### src/rtl/br_stack.sv
// Branch checkpoint store: one map-table / free-list-head snapshot per branch-mask bit.
// Snapshots on dispatch, replays one on mispredict, releases on correct resolution.
`ifndef BR_STATE_W
`define BR_STATE_W 2
`endif
`ifndef BR_PR_WRONG
`define BR_PR_WRONG 2'd1
`endif
`ifndef BR_PR_CORRECT
`define BR_PR_CORRECT 2'd2
`endif

module br_stack #(
  parameter int BR_MASK_W = 5,
  parameter int ARCH_NUM  = 32,
  parameter int PRF_IDX_W = 6,
  parameter int FL_PTR_W  = 6
) (
  input  logic                          clk,
  input  logic                          rst,
  input  logic                          br_push_i,
  input  logic [BR_MASK_W-1:0]          br_mask_i,
  input  logic [ARCH_NUM*PRF_IDX_W-1:0] map_i,
  input  logic [FL_PTR_W-1:0]           fl_head_i,
  input  logic [`BR_STATE_W-1:0]        br_state_i,
  input  logic [BR_MASK_W-1:0]          br_bit_i,
  input  logic [BR_MASK_W-1:0]          br_dep_mask_i,
  output logic                          rc_valid_o,
  output logic [ARCH_NUM*PRF_IDX_W-1:0] rc_map_o,
  output logic [FL_PTR_W-1:0]           rc_fl_head_o,
  output logic [BR_MASK_W-1:0]          valid_o,
  output logic                          full_o,
  output logic                          ovf_err_o
);

  localparam int MAP_W = ARCH_NUM * PRF_IDX_W;
  localparam int IDX_W = (BR_MASK_W > 1) ? $clog2(BR_MASK_W) : 1;

  logic [MAP_W-1:0]     slot_map  [BR_MASK_W];
  logic [FL_PTR_W-1:0]  slot_head [BR_MASK_W];
  logic [BR_MASK_W-1:0] valid_q;

  logic                 is_wrong;
  logic                 is_correct;
  logic                 bit_any;
  logic [BR_MASK_W-1:0] base;
  logic                 base_full;
  logic [IDX_W-1:0]     alloc_idx;
  logic [IDX_W-1:0]     res_idx;
  logic                 push_ok;
  logic                 push_drop;
  logic                 res_bad;
  logic [BR_MASK_W-1:0] valid_nxt;

  assign is_wrong   = (br_state_i == `BR_PR_WRONG);
  assign is_correct = (br_state_i == `BR_PR_CORRECT);
  assign bit_any    = |br_bit_i;
  assign base       = is_correct ? (br_mask_i & ~br_bit_i) : br_mask_i;
  assign base_full  = &base;

  // Lowest zero bit of base: scan high-to-low so the lowest index wins.
  always_comb begin
    alloc_idx = '0;
    for (int i = BR_MASK_W - 1; i >= 0; i--) begin
      if (!base[i]) alloc_idx = IDX_W'(i);
    end
  end

  always_comb begin
    res_idx = '0;
    for (int i = 0; i < BR_MASK_W; i++) begin
      if (br_bit_i[i]) res_idx = IDX_W'(i);
    end
  end

  assign push_ok   = br_push_i && !is_wrong && !base_full;
  assign push_drop = br_push_i && !is_wrong && base_full;
  assign res_bad   = (is_correct || is_wrong) && bit_any && !(|(valid_q & br_bit_i));

  always_comb begin
    valid_nxt = valid_q;
    if (is_correct && bit_any) valid_nxt = valid_q & ~br_bit_i;
    if (is_wrong && bit_any)   valid_nxt = valid_q & br_dep_mask_i;
    if (push_ok)               valid_nxt[alloc_idx] = 1'b1;
  end

  always_ff @(posedge clk) begin
    if (rst) begin
      valid_q      <= '0;
      rc_valid_o   <= 1'b0;
      rc_map_o     <= '0;
      rc_fl_head_o <= '0;
      ovf_err_o    <= 1'b0;
    end else begin
      valid_q    <= valid_nxt;
      rc_valid_o <= is_wrong && bit_any;
      if (is_wrong && bit_any) begin
        rc_map_o     <= slot_map[res_idx];
        rc_fl_head_o <= slot_head[res_idx];
      end
      if (push_drop || res_bad) ovf_err_o <= 1'b1;
    end
  end

  // Slot payload carries no reset; only the valid vector gives it meaning.
  always_ff @(posedge clk) begin
    if (!rst && push_ok) begin
      slot_map[alloc_idx]  <= map_i;
      slot_head[alloc_idx] <= fl_head_i;
    end
  end

  assign valid_o = valid_q;
  assign full_o  = &valid_q;

endmodule
### config.mk
export PLATFORM = sky130hd
export DESIGN_NAME = br_stack
export DESIGN_NICKNAME = d
export VERILOG_FILES = /design/src/rtl/br_stack.sv
export SDC_FILE = /design/constraint.sdc
export NUM_CORES = 2
export LEC_CHECK = 0
export BUFFER_PORTS_ARGS = -buffer_cell sky130_fd_sc_hd__buf_2
export CORE_ASPECT_RATIO = 0.6
export CORE_UTILIZATION = 50
export DETAILED_ROUTE_END_ITERATION = 6
export GPL_TIMING_DRIVEN = 0
export PLACE_DENSITY = 0.69
export REMOVE_ABC_BUFFERS = 1
export SETUP_SLACK_MARGIN = 0.1
export SLEW_MARGIN = 5
export SYNTH_ARGS = -nofsm -noshare
export SYNTH_HDL_FRONTEND = slang
export SYNTH_SLANG_ARGS = --single-unit
### constraint.sdc
create_clock -name clk -period 43.1 [get_ports clk]
set_clock_uncertainty 0.15 [all_clocks]
set_input_delay 2.155 -clock clk [delete_from_list [all_inputs] [get_ports clk]]
set_output_delay 2.155 -clock clk [all_outputs]
set_load 0.02 [all_outputs]
==> qor.yml <==
synthTopCellsByArea: "edfxtp_1 (64%), dfxtp_1 (8.8%), mux2i_1 (4.3%), a21oi_1 (4.3%), a221o_1 (4.2%)"
fin_crit_ns: 6.102
power.share.sequential_pct: 53.3
cts_hold_buf: 0
peakVddDrop_mv: 0.03332
h-tree-depth: 3
drtIter0Drc: 2008
cp.required_ns: 43.34
cpMostUsedCell: "buf_4"
endpoint_kind: "flip-flop"
wl_per_cell_um: 21.84
insertion_delay_ns: 0.68
dpl_worst_slack_ns: 36.36
cts_tree: "yes"
routed_via_density: 5.737
setup-violations-final: 0
routabilityCongestion: 0.7530
path_delay_family: "buffers and inverters"
crit_fanout: 99
yosysSeqAreaShare_pct: 72.44
portBuffers: 423
die_area_mm2: 0.09468
finalCritPeriodShare_pct: 14.16
cp_num_buf_inv: 12
cts_made_buffers: 107
clock-root-buffer: "clkbuf_16"
overflow: 0
syn_to_final_growth_pct: 18.34
fin_ws_ns: 37.00
yosys_register_bits: 1195
antenna_found_initial: 23
clkSlewWorstSetupHoldPaths_ns: 0.06
synth_top_area_share_pct: 63.65
cp_cell_sequence: "buf_8 -> buf_16 -> buf_16 -> nor3b_1 -> nand4_1 -> a2111oi_2 -> buf_2 -> buf_4 -> buf_4 -> buf_2 -> buf_2 -> buf_6 -> buf_4 -> buf_4 -> buf_4"
core_area_mm2: 0.09211
dr.pass1.iters: 7
slowest_delay_ns: 0.71
comb_power_share_pct: 7.5
ios: 424
status: "finished, violations left"
violations: "design-rule violations"
switching_share_pct: 22.33
cap_violations: 0
finalNonFillerCells: 5064
vias: 29050
synth_edf_count: 990
slew_headroom_pct: 38.85
avgSynthCellArea_um2: 14.17
yosysMostFrequentCell: "edfxtp_1"
routed_wl_um: 110600
grt_pass1_wl_um: 167600
first_global_vias: 28140
setup_tns_ns: 0
tightest_slew_ns: 0.9172
post-cts-setup-buffer-count: 0
ys_top_cells_by_count: "edfxtp_1 (990), a21oi_1 (397), dfxtp_1 (205), nor2b_1 (202)"
internal-power_mw: 1.886
rows: 86
drive_gt1_share_pct: 19.79
ant_nets: 0
whs_ns: 0.3102
syn_inst: 3296
cp-start-kind: "primary input"
hold_path_class: "flip-flop to flip-flop"
drc: 56
start_util_pct: 50.71
cpMaxStageDelayCell: "a2111oi_2"
ys_warn_count: 0
switching_power_mw: 0.5420
synth_area_mm2: 0.04671
post-dp-hpwl_um: 66820
fin_nets: 3940
synth_ff_type: "edfxtp_1"
grt.total_usage_pct: 22.84
slew_viol_final: 0
clockBufferDepth: 3
fmax_mhz: 163.9
hold_viol: 0
cp.arrival_ns: 6.35
cts_resized: 0
leakage_nw: 20.89
utilization_pct: 60.01
synth.distinct_cells: 38
synth_area_leader_cell: "edfxtp_1"
synth_async_sr_flop_share_pct: 0
rsz0062_at_grt: "no"
dp.cells: 4843
die_h_um: 238.7
power_frac_clock_pct: 39.3
p_per_area_mw_per_mm2: 43.92
clock-sinks: 1195
grt_max_degree: 147
worstSetupPathType: "primary input to flip-flop"
dieWidth_um: 396.6
## final cells by class
class                      instances  area [um^2]
sequential                      1195        33830
fill                            7055        36830
clock buffer                     153         3053
tap                             1232         1541
antenna                           17        42.54
multi-input combinational       1635        11060
clock inverter                    51        506.7
timing repair buffer             580         4476
inverter                         201        762.0
## per-stage QoR
step,instance area [um^2],total power [mW]
floorplan,45580,1.422
global placement,49240,1.531
detailed placement,51670,1.499
CTS,55230,2.448
global route,55260,2.509
finish,55270,2.428
## kinds of logic (layout without fill, tap and decap cells)
family	count (synthesis)	after routing	synth area share [%]
flip-flops	1195	1195	72.44
AO/OA/AOI/OAI	810	810	12.51
AND/OR/NAND/NOR	624	624	6.710
buffers and inverters	466	985	4.029
multiplexers	199	199	4.265
adder cells (fa/ha/maj)	2	2	0.05357
other	0	17	0
## flip-flops by register name, indices dropped and copies added, names as in the netlist
| name | flops |
|---|---|
| rc_valid_o | 1 |
| ovf_err_o | 1 |
| rc_map_o | 192 |
| slot_map | 960 |
| valid_o | 5 |
| rc_fl_head_o | 6 |
| slot_head | 30 |
## final timing paths
| check | slack, ns | end | start | cells after the start |
|---|---|---|---|---|
| max | 37.00 | slot_map[3][11] | rst | 15 |
| min reg2reg | 0.31 | rc_map_o[171] | rc_map_o[171] | 2 |
| min | 0.31 | rc_map_o[171] | rc_map_o[171] | 2 |
| max reg2reg | 41.70 | rc_map_o[151] | slot_map[0][151] | 4 |
## worst register-to-register path: cells and delay by family (launching register included)
family | cells | cell delay, ns
and+or+nand+nor | 1 | 0.13
AOI/OAI and AO/OA | 3 | 0.62
DFF | 1 | 0.35
## power groups by stage
stage	registers (mW)	clock network [mW]	logic (mW)
floorplan	1.34	0	0.0834
finish	1.29	0.953	0.182
CTS	1.29	0.973	0.183
detailed placement	1.32	0	0.182
global route	1.30	1.02	0.196
global placement	1.33	0	0.198
## routing by layer
| layer | track usage (%) | routed length (um) |
|---|---|---|
| met1 | 30.44 | 46180 |
| met3 | 4.396 | 6922 |
| met5 | 0 | 100 |
| met2 | 37.99 | 54630 |
| met4 | 7.079 | 2753 |
## layout by cell type (no fill, tap or decap), drive strengths merged, types with 3 or more instances in the layout
cell,n
edfxtp,990
buf,580
a21oi,397
dfxtp,205
inv,203
nor2b,202
nand3,201
nor2,199
mux2i,199
o41ai,198
a221o,197
clkbuf,153
clkinv,38
diode,17
nand2,10
bufinv,7
clkinvlp,4
o21ai,3
or2,3
(Power assumes the default switching activity.)
